<file path="src/rtl/fx3_port_sched_pkg.sv">
// fx3_sched_pkg: shared constants for the FX3 port scheduler.
//   - state_e   : scheduler FSM encoding (IDLE..ABORT)
//   - GNT_*     : grant encoding, also equal to the bus direction of that port
//   - *_ADDR_DEF: default FX3 socket addresses
//   - WDOG_W    : watchdog counter width
package fx3_sched_pkg;

  typedef enum logic [2:0] {
    ST_IDLE  = 3'd0,
    ST_SETUP = 3'd1,
    ST_START = 3'd2,
    ST_WAIT  = 3'd3,
    ST_ABORT = 3'd4
  } state_e;

  // Grant value doubles as bus direction: DPO (1) means the FPGA drives the bus.
  localparam logic GNT_DPI = 1'b0;
  localparam logic GNT_DPO = 1'b1;

  localparam logic [1:0] DPI_ADDR_DEF = 2'd0;
  localparam logic [1:0] DPO_ADDR_DEF = 2'd3;

  localparam int WDOG_W = 10;

endpackage

</file>
<file path="src/rtl/fx3_port_sched_if.sv">
// fx3_port_sched_if: bundle between the scheduler, the two data-port FSMs
// and the FX3 pads.
//   master : scheduler side (drives strt/abort/addr/dir/status)
//   slave  : environment side (drives flags, FIFO status, enable, done)
// Handshake: strt_o is a one-cycle pulse; the started FSM later answers
// with a one-cycle done_i. If done_i does not arrive within the watchdog
// window, a one-cycle abort_o is issued instead. abort_o is meant to be
// OR'd into that FSM's reset.
// dbg_state exposes the scheduler FSM state.
interface fx3_port_sched_if;
  import fx3_sched_pkg::*;

  logic        en_i;
  logic        dpi_flag_i;
  logic        dpi_full_i;
  logic        dpo_flag_i;
  logic        dpo_empty_i;
  logic        dpi_strt_o;
  logic        dpi_done_i;
  logic        dpi_abort_o;
  logic        dpo_strt_o;
  logic        dpo_done_i;
  logic        dpo_abort_o;
  logic [1:0]  fx3_addr_o;
  logic        bus_dir_o;
  logic        busy_o;
  logic        tout_o;
  logic [15:0] tout_cnt_o;
  state_e      dbg_state;

  modport master (
    input  en_i, dpi_flag_i, dpi_full_i, dpo_flag_i, dpo_empty_i,
    input  dpi_done_i, dpo_done_i,
    output dpi_strt_o, dpi_abort_o, dpo_strt_o, dpo_abort_o,
    output fx3_addr_o, bus_dir_o, busy_o, tout_o, tout_cnt_o, dbg_state
  );

  modport slave (
    output en_i, dpi_flag_i, dpi_full_i, dpo_flag_i, dpo_empty_i,
    output dpi_done_i, dpo_done_i,
    input  dpi_strt_o, dpi_abort_o, dpo_strt_o, dpo_abort_o,
    input  fx3_addr_o, bus_dir_o, busy_o, tout_o, tout_cnt_o, dbg_state
  );

endinterface

</file>
<file path="src/rtl/fx3_port_sched_wdog.sv">
// fx3_sched_wdog: WAIT_DONE watchdog plus saturating timeout counter.
// Ports:
//   clk, rst : clock, synchronous active-high reset
//   clr      : zero the watchdog (start of a transaction)
//   en       : count this cycle (waiting for done)
//   inc      : bump the timeout counter (an abort is being issued)
//   expire   : this enabled cycle is the TOUT-th one
//   tout_cnt : number of timeouts so far, saturating at 16'hFFFF
module fx3_sched_wdog
  import fx3_sched_pkg::*;
#(
  parameter int TOUT = 1023
) (
  input  logic        clk,
  input  logic        rst,
  input  logic        clr,
  input  logic        en,
  input  logic        inc,
  output logic        expire,
  output logic [15:0] tout_cnt
);

  localparam logic [WDOG_W-1:0] LAST = WDOG_W'(TOUT - 1);
  localparam logic [WDOG_W-1:0] ONE  = WDOG_W'(1);

  logic [WDOG_W-1:0] cnt;

  // cnt holds the number of enabled cycles already spent, so the TOUT-th
  // enabled cycle sees TOUT-1 and is flagged combinationally.
  assign expire = en && (cnt == LAST);

  always_ff @(posedge clk) begin
    if (rst) begin
      cnt      <= '0;
      tout_cnt <= '0;
    end else begin
      if (clr) begin
        cnt <= '0;
      end else if (en) begin
        cnt <= cnt + ONE;
      end
      if (inc && (tout_cnt != 16'hFFFF)) begin
        tout_cnt <= tout_cnt + 16'd1;
      end
    end
  end

endmodule

</file>
<file path="src/rtl/fx3_port_sched.sv">
// fx3_port_sched: arbitrates the FX3 GPIFII slave-FIFO bus between the
// input data-port FSM (DPI, FX3->FPGA) and the output data-port FSM
// (DPO, FPGA->FX3). It drives the socket address and bus direction, holds
// them for a setup window (longer when direction flips), pulses the granted
// FSM's start, waits for its done and aborts it on a watchdog timeout.
// Ports:
//   clk_i, rst_i : clock, synchronous active-high reset
//   bus          : fx3_port_sched_if.master (requests, handshakes, pads)
module fx3_port_sched
  import fx3_sched_pkg::*;
#(
  parameter logic [1:0] DPI_ADDR   = DPI_ADDR_DEF,
  parameter logic [1:0] DPO_ADDR   = DPO_ADDR_DEF,
  parameter int         ADDR_SETUP = 2,
  parameter int         TURN       = 2,
  parameter int         TOUT       = 1023
) (
  input  logic              clk_i,
  input  logic              rst_i,
  fx3_port_sched_if.master  bus
);

  localparam int SETUP_W = $clog2(ADDR_SETUP + TURN + 1);
  localparam logic [SETUP_W-1:0] LD_SAME = SETUP_W'(ADDR_SETUP);
  localparam logic [SETUP_W-1:0] LD_TURN = SETUP_W'(ADDR_SETUP + TURN);
  localparam logic [SETUP_W-1:0] ONE     = SETUP_W'(1);

  state_e             state, state_nxt;
  logic               last_gnt, last_gnt_nxt;
  logic [1:0]         addr, addr_nxt;
  logic               dir, dir_nxt;
  logic [SETUP_W-1:0] setup_cnt, setup_cnt_nxt;

  logic dpi_req, dpo_req, pick, done_gnt;
  logic wd_clr, wd_en, wd_expire, tout_inc;

  assign dpi_req = bus.en_i && !bus.dpi_flag_i && !bus.dpi_full_i;
  assign dpo_req = bus.en_i && !bus.dpo_flag_i && !bus.dpo_empty_i;

  // Round-robin on contention; otherwise whichever port asks.
  assign pick = (dpi_req && dpo_req) ? ~last_gnt : dpo_req;

  // last_gnt is also the port owning the current transaction.
  assign done_gnt = (last_gnt == GNT_DPO) ? bus.dpo_done_i : bus.dpi_done_i;

  always_ff @(posedge clk_i) begin
    if (rst_i) begin
      state     <= ST_IDLE;
      last_gnt  <= GNT_DPO;
      addr      <= DPI_ADDR;
      dir       <= 1'b0;
      setup_cnt <= '0;
    end else begin
      state     <= state_nxt;
      last_gnt  <= last_gnt_nxt;
      addr      <= addr_nxt;
      dir       <= dir_nxt;
      setup_cnt <= setup_cnt_nxt;
    end
  end

  always_comb begin
    state_nxt     = state;
    last_gnt_nxt  = last_gnt;
    addr_nxt      = addr;
    dir_nxt       = dir;
    setup_cnt_nxt = setup_cnt;
    wd_clr        = 1'b0;
    wd_en         = 1'b0;
    tout_inc      = 1'b0;
    unique case (state)
      ST_IDLE: begin
        if (dpi_req || dpo_req) begin
          last_gnt_nxt  = pick;
          dir_nxt       = pick;
          addr_nxt      = (pick == GNT_DPO) ? DPO_ADDR : DPI_ADDR;
          // The counter covers every SETUP cycle; START follows the last one.
          setup_cnt_nxt = (pick != dir) ? LD_TURN : LD_SAME;
          state_nxt     = ST_SETUP;
        end
      end
      ST_SETUP: begin
        if (setup_cnt == ONE) begin
          state_nxt = ST_START;
        end else begin
          setup_cnt_nxt = setup_cnt - ONE;
        end
      end
      ST_START: begin
        wd_clr    = 1'b1;
        state_nxt = ST_WAIT;
      end
      ST_WAIT: begin
        wd_en = 1'b1;
        // done takes priority over a simultaneous expiry.
        if (done_gnt) begin
          state_nxt = ST_IDLE;
        end else if (wd_expire) begin
          state_nxt = ST_ABORT;
        end
      end
      ST_ABORT: begin
        tout_inc  = 1'b1;
        state_nxt = ST_IDLE;
      end
      default: state_nxt = ST_IDLE;
    endcase
  end

  fx3_sched_wdog #(.TOUT(TOUT)) u_wdog (
    .clk      (clk_i),
    .rst      (rst_i),
    .clr      (wd_clr),
    .en       (wd_en),
    .inc      (tout_inc),
    .expire   (wd_expire),
    .tout_cnt (bus.tout_cnt_o)
  );

  assign bus.dpi_strt_o  = (state == ST_START) && (last_gnt == GNT_DPI);
  assign bus.dpo_strt_o  = (state == ST_START) && (last_gnt == GNT_DPO);
  assign bus.dpi_abort_o = (state == ST_ABORT) && (last_gnt == GNT_DPI);
  assign bus.dpo_abort_o = (state == ST_ABORT) && (last_gnt == GNT_DPO);
  assign bus.tout_o      = (state == ST_ABORT);
  assign bus.busy_o      = (state != ST_IDLE);
  assign bus.fx3_addr_o  = addr;
  assign bus.bus_dir_o   = dir;
  assign bus.dbg_state   = state;

endmodule

</file>
<file path="src/flat_wrapper.sv">
// flat-port wrapper written by rule: the top's interface ports become plain ports
module fx3_port_sched_flat import fx3_sched_pkg::*;
#(
  parameter logic [1:0] DPI_ADDR   = DPI_ADDR_DEF,
  parameter logic [1:0] DPO_ADDR   = DPO_ADDR_DEF,
  parameter int         ADDR_SETUP = 2,
  parameter int         TURN       = 2,
  parameter int         TOUT       = 1023
)
  (clk_i, rst_i, bus_en_i, bus_dpi_flag_i, bus_dpi_full_i, bus_dpo_flag_i, bus_dpo_empty_i, bus_dpi_done_i, bus_dpo_done_i, bus_dpi_strt_o, bus_dpi_abort_o, bus_dpo_strt_o, bus_dpo_abort_o, bus_fx3_addr_o, bus_bus_dir_o, bus_busy_o, bus_tout_o, bus_tout_cnt_o, bus_dbg_state);
  fx3_port_sched_if bus_i ();
  input  logic clk_i;
  input  logic rst_i;
  input wire logic [$bits(bus_i.en_i)-1:0] bus_en_i;
  input wire logic [$bits(bus_i.dpi_flag_i)-1:0] bus_dpi_flag_i;
  input wire logic [$bits(bus_i.dpi_full_i)-1:0] bus_dpi_full_i;
  input wire logic [$bits(bus_i.dpo_flag_i)-1:0] bus_dpo_flag_i;
  input wire logic [$bits(bus_i.dpo_empty_i)-1:0] bus_dpo_empty_i;
  input wire logic [$bits(bus_i.dpi_done_i)-1:0] bus_dpi_done_i;
  input wire logic [$bits(bus_i.dpo_done_i)-1:0] bus_dpo_done_i;
  output wire logic [$bits(bus_i.dpi_strt_o)-1:0] bus_dpi_strt_o;
  output wire logic [$bits(bus_i.dpi_abort_o)-1:0] bus_dpi_abort_o;
  output wire logic [$bits(bus_i.dpo_strt_o)-1:0] bus_dpo_strt_o;
  output wire logic [$bits(bus_i.dpo_abort_o)-1:0] bus_dpo_abort_o;
  output wire logic [$bits(bus_i.fx3_addr_o)-1:0] bus_fx3_addr_o;
  output wire logic [$bits(bus_i.bus_dir_o)-1:0] bus_bus_dir_o;
  output wire logic [$bits(bus_i.busy_o)-1:0] bus_busy_o;
  output wire logic [$bits(bus_i.tout_o)-1:0] bus_tout_o;
  output wire logic [$bits(bus_i.tout_cnt_o)-1:0] bus_tout_cnt_o;
  output wire logic [$bits(bus_i.dbg_state)-1:0] bus_dbg_state;
  assign bus_i.en_i = bus_en_i;
  assign bus_i.dpi_flag_i = bus_dpi_flag_i;
  assign bus_i.dpi_full_i = bus_dpi_full_i;
  assign bus_i.dpo_flag_i = bus_dpo_flag_i;
  assign bus_i.dpo_empty_i = bus_dpo_empty_i;
  assign bus_i.dpi_done_i = bus_dpi_done_i;
  assign bus_i.dpo_done_i = bus_dpo_done_i;
  assign bus_dpi_strt_o = bus_i.dpi_strt_o;
  assign bus_dpi_abort_o = bus_i.dpi_abort_o;
  assign bus_dpo_strt_o = bus_i.dpo_strt_o;
  assign bus_dpo_abort_o = bus_i.dpo_abort_o;
  assign bus_fx3_addr_o = bus_i.fx3_addr_o;
  assign bus_bus_dir_o = bus_i.bus_dir_o;
  assign bus_busy_o = bus_i.busy_o;
  assign bus_tout_o = bus_i.tout_o;
  assign bus_tout_cnt_o = bus_i.tout_cnt_o;
  assign bus_dbg_state = bus_i.dbg_state;
  fx3_port_sched #(.DPI_ADDR(DPI_ADDR), .DPO_ADDR(DPO_ADDR), .ADDR_SETUP(ADDR_SETUP), .TURN(TURN), .TOUT(TOUT)) u_core (.clk_i(clk_i), .rst_i(rst_i), .bus(bus_i));
endmodule
</file>
<file path="config.mk">
export PLATFORM = sky130hd
export DESIGN_NAME = fx3_port_sched_flat
export DESIGN_NICKNAME = d
export VERILOG_FILES = /design/src/rtl/fx3_port_sched_pkg.sv /design/src/rtl/fx3_port_sched_if.sv /design/src/rtl/fx3_port_sched_wdog.sv /design/src/rtl/fx3_port_sched.sv /design/src/flat_wrapper.sv
export SDC_FILE = /design/constraint.sdc
export NUM_CORES = 1
export LEC_CHECK = 0
export ABC_AREA = 1
export CELL_PAD_IN_SITES_DETAIL_PLACEMENT = 1
export CELL_PAD_IN_SITES_GLOBAL_PLACEMENT = 1
export CORE_UTILIZATION = 36
export DETAILED_ROUTE_END_ITERATION = 10
export PLACE_DENSITY = 0.87
export SYNTH_ARGS = -nofsm -noshare
export SYNTH_HDL_FRONTEND = slang
export SYNTH_SLANG_ARGS = --single-unit
</file>
<file path="constraint.sdc">
create_clock -name clk_i -period 1.65 [get_ports clk_i]
set_input_delay 0.33 -clock clk_i [delete_from_list [all_inputs] [get_ports clk_i]]
set_output_delay 0.33 -clock clk_i [all_outputs]
set_load 0.005 [all_outputs]
</file>
==> results of run 1 <==
[worst register-to-register path, cell delays in order, from the launching register on]
cell     delay, ps
dfxtp_2        340
buf_6          120
nor2_4          90
buf_4          130
nand2_1         70
buf_4          150
inv_1           80
nand2_1         80
nand2_1        190
nand2_1         70
o21ai_1         80
a21oi_1         70
[kinds of logic after synthesis]
kind of cell,after synthesis,share of synthesized area [%]
fa+ha+maj,5,3.135
compound gates,36,9.342
simple gates,179,38.81
buf+inv,53,11.10
xor+xnor,8,3.511
flops,34,34.11
[registers in the layout, indices dropped and copies added (netlist names)]
name	cells
u_core.bus.fx3_addr_o	1
u_core.bus.dbg_state	3
u_core.u_wdog.cnt	10
u_core.u_wdog.tout_cnt	16
u_core.setup_cnt	3
u_core.last_gnt	1
[cell usage in the layout, fill, tap and decap left out, types with 5 or more instances in the layout]
master,count
a21oi_1,20
nor2_1,36
dfxtp_1,25
nand3_1,16
nand2_1,96
nor2_2,5
nand4_1,6
clkbuf_8,6
clkdlybuf4s50_1,27
dfxtp_2,7
nor3_1,7
ha_1,5
buf_4,25
o21ai_0,10
inv_1,44
[per-stage QoR]
step	setup TNS, ps	util, %	hold slack (ps)
2_1_floorplan	0	-	465.9
3_3_place_gp	0	48.81	483.3
3_5_place_dp	-317.9	48.81	503.6
4_1_cts	-2.457	51.22	515.0
5_1_grt	0	52.44	543.7
6_report	0	52.44	506.4
[routing by layer]
| metal | part of all wire [%] | global-route usage, % | up-vias |
|---|---|---|---|
| li1 | - | - | 1116 |
| met1 | 42 | 25.64 | 1061 |
| met2 | 51 | 40.18 | 53 |
| met3 | 3.6 | 5.150 | 17 |
| met4 | 2.7 | 8.654 | 0 |
| met5 | 0 | 0 | - |
[how the worst max path moves through the flow]
| stage | from | endpoint | slack, ps |
|---|---|---|---|
| CTS | u_core.bus.dbg_state[2] | bus_dpo_strt_o | -2 |
| floorplan | u_core.u_wdog.tout_cnt[0] | u_core.u_wdog.tout_cnt[0] | 130 |
| global placement | u_core.bus.dbg_state[0] | bus_dpo_strt_o | 0.5 |
| global route | u_core.bus.dbg_state[2] | bus_dpi_strt_o | 0.7 |
| finish | u_core.u_wdog.tout_cnt[10] | bus_tout_cnt_o[10] | 40 |
| detailed placement | u_core.bus.dbg_state[0] | bus_dpo_strt_o | -80 |
[what timing repair did]
action                                 4_1_cts  5_1_grt
gates resized for setup                     31       15
endpoints found under the hold margin        0        0
hold buffers                                 0        0
setup buffers                                3        4
setup endpoints to repair                   11       18
pin swaps                                    5        6
[where the power goes]
| part | leakage (nW) | switching (mW) | internal (mW) |
|---|---|---|---|
| clock | 0.0482 | 0.336 | 0.337 |
| sequential | 0.280 | 0.0573 | 0.875 |
| combinational | 0.857 | 0.322 | 0.271 |
[area by class of cell]
type	instances	area, um^2	area share, %
multi-input combinational	228	1121	40.82
inverter	47	176.4	6.424
timing repair buffer	64	573.1	20.87
sequential	34	696.9	25.38
clock buffer	7	86.33	3.144
tap	70	87.58	3.189
clock inverter	1	5.005	0.1822
[synthesized netlist by cell type]
cell type	count	share of area [%]
nor3b_1	1	0.38
nor4_1	1	0.31
nor2_2	3	0.94
nand2_1	96	18
nand3_2	2	1.0
inv_2	1	0.19
buf_6	2	1.1
buf_4	2	0.75
o21ai_2	1	0.44
nor3_1	7	1.8
nor2_1	41	7.7
a21oi_1	20	5.0
xnor2_1	4	1.8
inv_1	46	8.7
clkbuf_1	2	0.38
ha_1	5	3.1
nor3_4	1	0.82
nor2_4	1	0.56
o21ai_1	4	1.0
xor2_1	4	1.8
dfxtp_1	34	34
o21a_1	1	0.38
nand3b_1	2	0.75
o21ai_0	10	2.5
nand4_1	6	1.9
nand3_1	16	4.0
or2_2	1	0.31
nand2_2	1	0.31
==> results.toml, run 1 <==
[critical_path]
r2r_start = "u_core.bus.dbg_state[2]"
cpLargestDelayFamily = "buffers and inverters"
crit_fanout = 6
ff2ff_setup_slack_ps = 80
crit_buf_inv = 1
cp_slowest_cell = "clkdlybuf4s50_1"
arrival_ps = 1280
crit_type = "reg2out"
cp-end-kind = "output port"
r2r_cells = 11
cp_slowest_stage_delay_ps = 540
start_kind = "flop"
crit_chain = "clkdlybuf4s50_1"
cp.depth = 1
crit_required_ps = 1320
r2r-end = "u_core.setup_cnt[2]"

[timing]
fin_skew_ps = 10.12
fin_ws_ps = 39.21
fmax_ghz = 0.6208
finalHoldViolCount = 0
fin_crit_ps = 1611
rsz0062_at_grt = "yes"
setup_viol = 0
slew_headroom_pct = 80.47
min_period_over_period_pct = 97.62
tightestPinTransition_ps = 291.8
drv_slew = 0

[power]
fin_total_pwr_mw = 2.198
p_leak_nw = 1.185
vdd_drop_max_mv = 0.5318
powerDensity_mw_per_mm2 = 800.5

[cells_and_area]
fill_cells = 706
final_cells = 451
nets = 394
drive_gt1_share_pct = 17.59
stdcell_area_mm2 = 0.002746
diodes = 0
area_growth_pct = 37.62

[route]
drc = 0
ant_nets = 0
vias = 2247
first_iter_violations = 72
vias_per_cell = 4.982
routed_wl_um = 6520
wl_per_cell_um = 14.46
drt_pre_antenna_iters = 4

[placed_design]
place.gp.congestion = 0.8202
place_area_mm2 = 0.002556
dp_cells = 436
port_buffers = 36
pre_cts_ws_ps = -84.86
dp_hpwl_um = 4467

[logic_synthesis]
syn_nets = 329
yosysUniqueCellTypes = 28
ys_ff_latch = 34
avgSynthCellArea_um2 = 6.335
synth_seq_area_share_pct = 34.11
ys_warn_count = 0
synth_cells = 315
syn-cell-area_mm2 = 0.001996

[die]
die_h_um = 76.46
initial_core_util_pct = 38.10
die_w_um = 76.46
num_io_pins = 37
dieArea_mm2 = 0.005845
core-area_mm2 = 0.005238
num_rows = 26

[clock_network]
clock_sink_count = 34
insertion_delay_ps = 300
cts_tree = "done"
cts_root_buf = "clkbuf_8"
numCtsBuffers = 5
cts.htree.levels = 2
clk_pin_slew_ps = 70
cts_max_path_buffers = 2

[grt]
antenna_found_initial = 0
grt_use_total_pct = 22.44
grt_max_degree = 17
overflow = 0
first_global_vias = 2232
grt_pass1_wl_um = 10490

[hold_path]
hold_path_end = "u_core.u_wdog.tout_cnt[7]"
worstHoldPathCells = 2
min_from = "u_core.u_wdog.tout_cnt[7]"
min_path_type = "reg2reg"

[job]
drv_cap = 0

[run_status]
status = "completed"
Note: power is estimated with default switching activity, not from simulation.
==> run 2: changes to the inputs <==
--- a/config.mk
+++ b/config.mk
@@ -9,6 +9,7 @@
 export CELL_PAD_IN_SITES_DETAIL_PLACEMENT = 1
 export CELL_PAD_IN_SITES_GLOBAL_PLACEMENT = 1
 export CORE_UTILIZATION = 36
+export CTS_CLUSTER_DIAMETER = 100
 export DETAILED_ROUTE_END_ITERATION = 10
 export PLACE_DENSITY = 0.87
 export SYNTH_ARGS = -nofsm -noshare
==> constraint.sdc (replaced) <==
create_clock -name clk_i -period 1.65 [get_ports clk_i]
set_input_delay 0.165 -clock clk_i [delete_from_list [all_inputs] [get_ports clk_i]]
set_output_delay 0.165 -clock clk_i [all_outputs]
set_load 0.005 [all_outputs]
==> run 2 against run 1 <==
  * Count of clock-buffer cells in the layout unchanged
  * Fmax rose by 1.4%
  * Cell count shrank 1.6%
  * Via count is 2.0% lower
  * Setup slack gained 22 ps
  * Clock power down 3%
  * Sequential share of layout area rose by 0.25 points
==> results.toml, run 2 (synthesized netlist as in run 1, its figures left out) <==
[die]
initial_core_util_pct = 38.10
die_w_um = 76.46
die_h_um = 76.46
num_io_pins = 37
core-area_mm2 = 0.005238
dieArea_mm2 = 0.005845
num_rows = 26

[grt]
overflow = 0
antenna_found_initial = 0
grt_max_degree = 17
grt-busiest-layer = "met2"
grtUsageMet2_pct = 42.25
first_global_vias = 2348
grt_use_total_pct = 23.16
grt_pass1_wl_um = 10710
grt_util_met1_pct = 25.24
grt_use_met3_pct = 5.868

[timing]
fmax_ghz = 0.6294
fin_skew_ps = 8.116
finalHoldViolCount = 0
slew_headroom_pct = 73.26
drv_slew = 0
min_period_over_period_pct = 96.29
fin_crit_ps = 1589
setup_viol = 0
tightestPinTransition_ps = 397.8
fin_ws_ps = 61.19

[power]
fin_total_pwr_mw = 2.079
p_leak_nw = 1.111
vdd_drop_max_mv = 0.4461
powerDensity_mw_per_mm2 = 775.6

[critical_path]
cp-end-kind = "flop"
start_kind = "flop"
crit_fanout = 6
arrival_ps = 1780
r2r_start = "u_core.u_wdog.tout_cnt[13]"
r2r-end = "u_core.u_wdog.tout_cnt[8]"
cp_slowest_cell = "dfxtp_1"
crit_type = "reg2reg"
crit_chain = "nand2_1, nor2_1, nand2_1, nor2_1, nor2_4, buf_4, nand2_1, nand2_1, nand2_1, nor2_1"
r2r_cells = 10
cp_common_cell = "nand2_1"
ff2ff_setup_slack_ps = 60
crit_buf_inv = 1
crit_required_ps = 1840
cpLargestDelayFamily = "simple AND/OR/NAND/NOR gates"
cp_slowest_stage_delay_ps = 440

[cells_and_area]
area_growth_pct = 34.29
fill_cells = 720
largest_register_ff_count = 16
layout_common_cells = "nand2_1, inv_1, nor2_1"
mostFrequentLayoutCell = "nand2_1"
regMostFlops = "u_core.u_wdog.tout_cnt"
drive_gt1_share_pct = 13.10
diodes = 0
nets = 387
biggestRegsByFlops = "u_core.u_wdog.tout_cnt: 16 flops, u_core.u_wdog.cnt: 10 flops"

[clock_network]
ctsHoldBuffers = 0
cts_root_buf = "clkbuf_8"
cts_max_path_buffers = 2
cts_tree = "done"
clock_sink_count = 34
insertion_delay_ps = 290
clk_pin_slew_ps = 70
numCtsBuffers = 5
cts.htree.levels = 2

[run_status]
status = "completed"

[route]
vias = 2203
ant_nets = 0
wl_per_cell_um = 14.12
vias_per_cell = 4.962
drc = 0
drt_pre_antenna_iters = 4
first_iter_violations = 113
routed_wl_um = 6268

[placed_design]
pre_cts_ws_ps = 66.80
dp_hpwl_um = 4620
port_buffers = 36
place.gp.congestion = 0.8511

[hold_path]
hold_path_end = "u_core.u_wdog.cnt[6]"
min_path_type = "reg2reg"
worstHoldPathCells = 2
min_from = "u_core.u_wdog.cnt[6]"

[job]
drv_cap = 0
## run 2: cell types whose count changed in the layout (fill, tap and decap cells not counted), sizes merged
cell           change
dlymetal6s2s       -3
clkdlybuf4s50      +4
dlygate4sd2        +3
clkbuf             -1
buf               -10
## run 2: area by class of cell
| type | instances | area (um^2) | area share [%] |
|---|---|---|---|
| clock buffers | 7 | 86.33 | 3.221 |
| clock inverters | 1 | 5.005 | 0.1867 |
| inverters | 47 | 176.4 | 6.583 |
| multi-input cells | 228 | 1112 | 41.50 |
| flip-flops and latches | 34 | 686.9 | 25.63 |
| well taps | 70 | 87.58 | 3.268 |
| repair buffers | 57 | 525.5 | 19.61 |
## run 2: how the worst max path moves through the flow
stage                                     from                        end  slack [ps]  depth (start not counted)
floorplan            u_core.u_wdog.tout_cnt[0]  u_core.u_wdog.tout_cnt[0]         130                          9
global placement       u_core.bus.dbg_state[0]             bus_dpo_strt_o         110                          6
detailed placement     u_core.bus.dbg_state[0]             bus_dpo_strt_o          70                          6
CTS                    u_core.bus.dbg_state[1]                 bus_busy_o          30                          3
finish              u_core.u_wdog.tout_cnt[13]  u_core.u_wdog.tout_cnt[8]          60                         10
global route        u_core.u_wdog.tout_cnt[13]  u_core.u_wdog.tout_cnt[8]         -70                         10
## run 2: metrics by stage
stage | cells | setup TNS [ps] | utilization, % | instance area [um^2] | hold WS (ps)
floorplan | 315 | 0 | - | 1996 | 375.3
global placement | 429 | 0 | 47.80 | 2504 | 487.1
detailed placement | 429 | 0 | 47.80 | 2504 | 497.8
CTS | 440 | 0 | 50.24 | 2631 | 510.1
global route | 444 | -171.1 | 51.17 | 2680 | 544.9
finish | 444 | 0 | 51.17 | 2680 | 511.7
## run 2: layer usage
layer / routed length (um) / share of wire, %
met5: 0 / 0
met4: 179 / 2.9
met3: 303 / 4.8
met2: 3196 / 51
met1: 2589 / 41
## run 2: worst reg2reg max path: stages (launching register included)
cell     delay (ps)
dfxtp_1         440
nand2_1         140
nor2_1          150
nand2_1         120
nor2_1          190
nor2_4           60
buf_4           150
nand2_1          80
nand2_1          70
nand2_1          70
nor2_1           40
## run 2: power breakdown
part | switching [mW] | total (mW) | internal, mW
clock network | 0.320 | 0.656 | 0.337
logic | 0.279 | 0.491 | 0.213
registers | 0.0583 | 0.931 | 0.873
total | 0.656 | 2.08 | 1.42
## run 2: repair_timing
action | in CTS | in global routing
pin swaps | 2 | 3
resized for setup | 14 | 6
setup endpoints to repair | 6 | 8
buffers inserted | 3 | 4
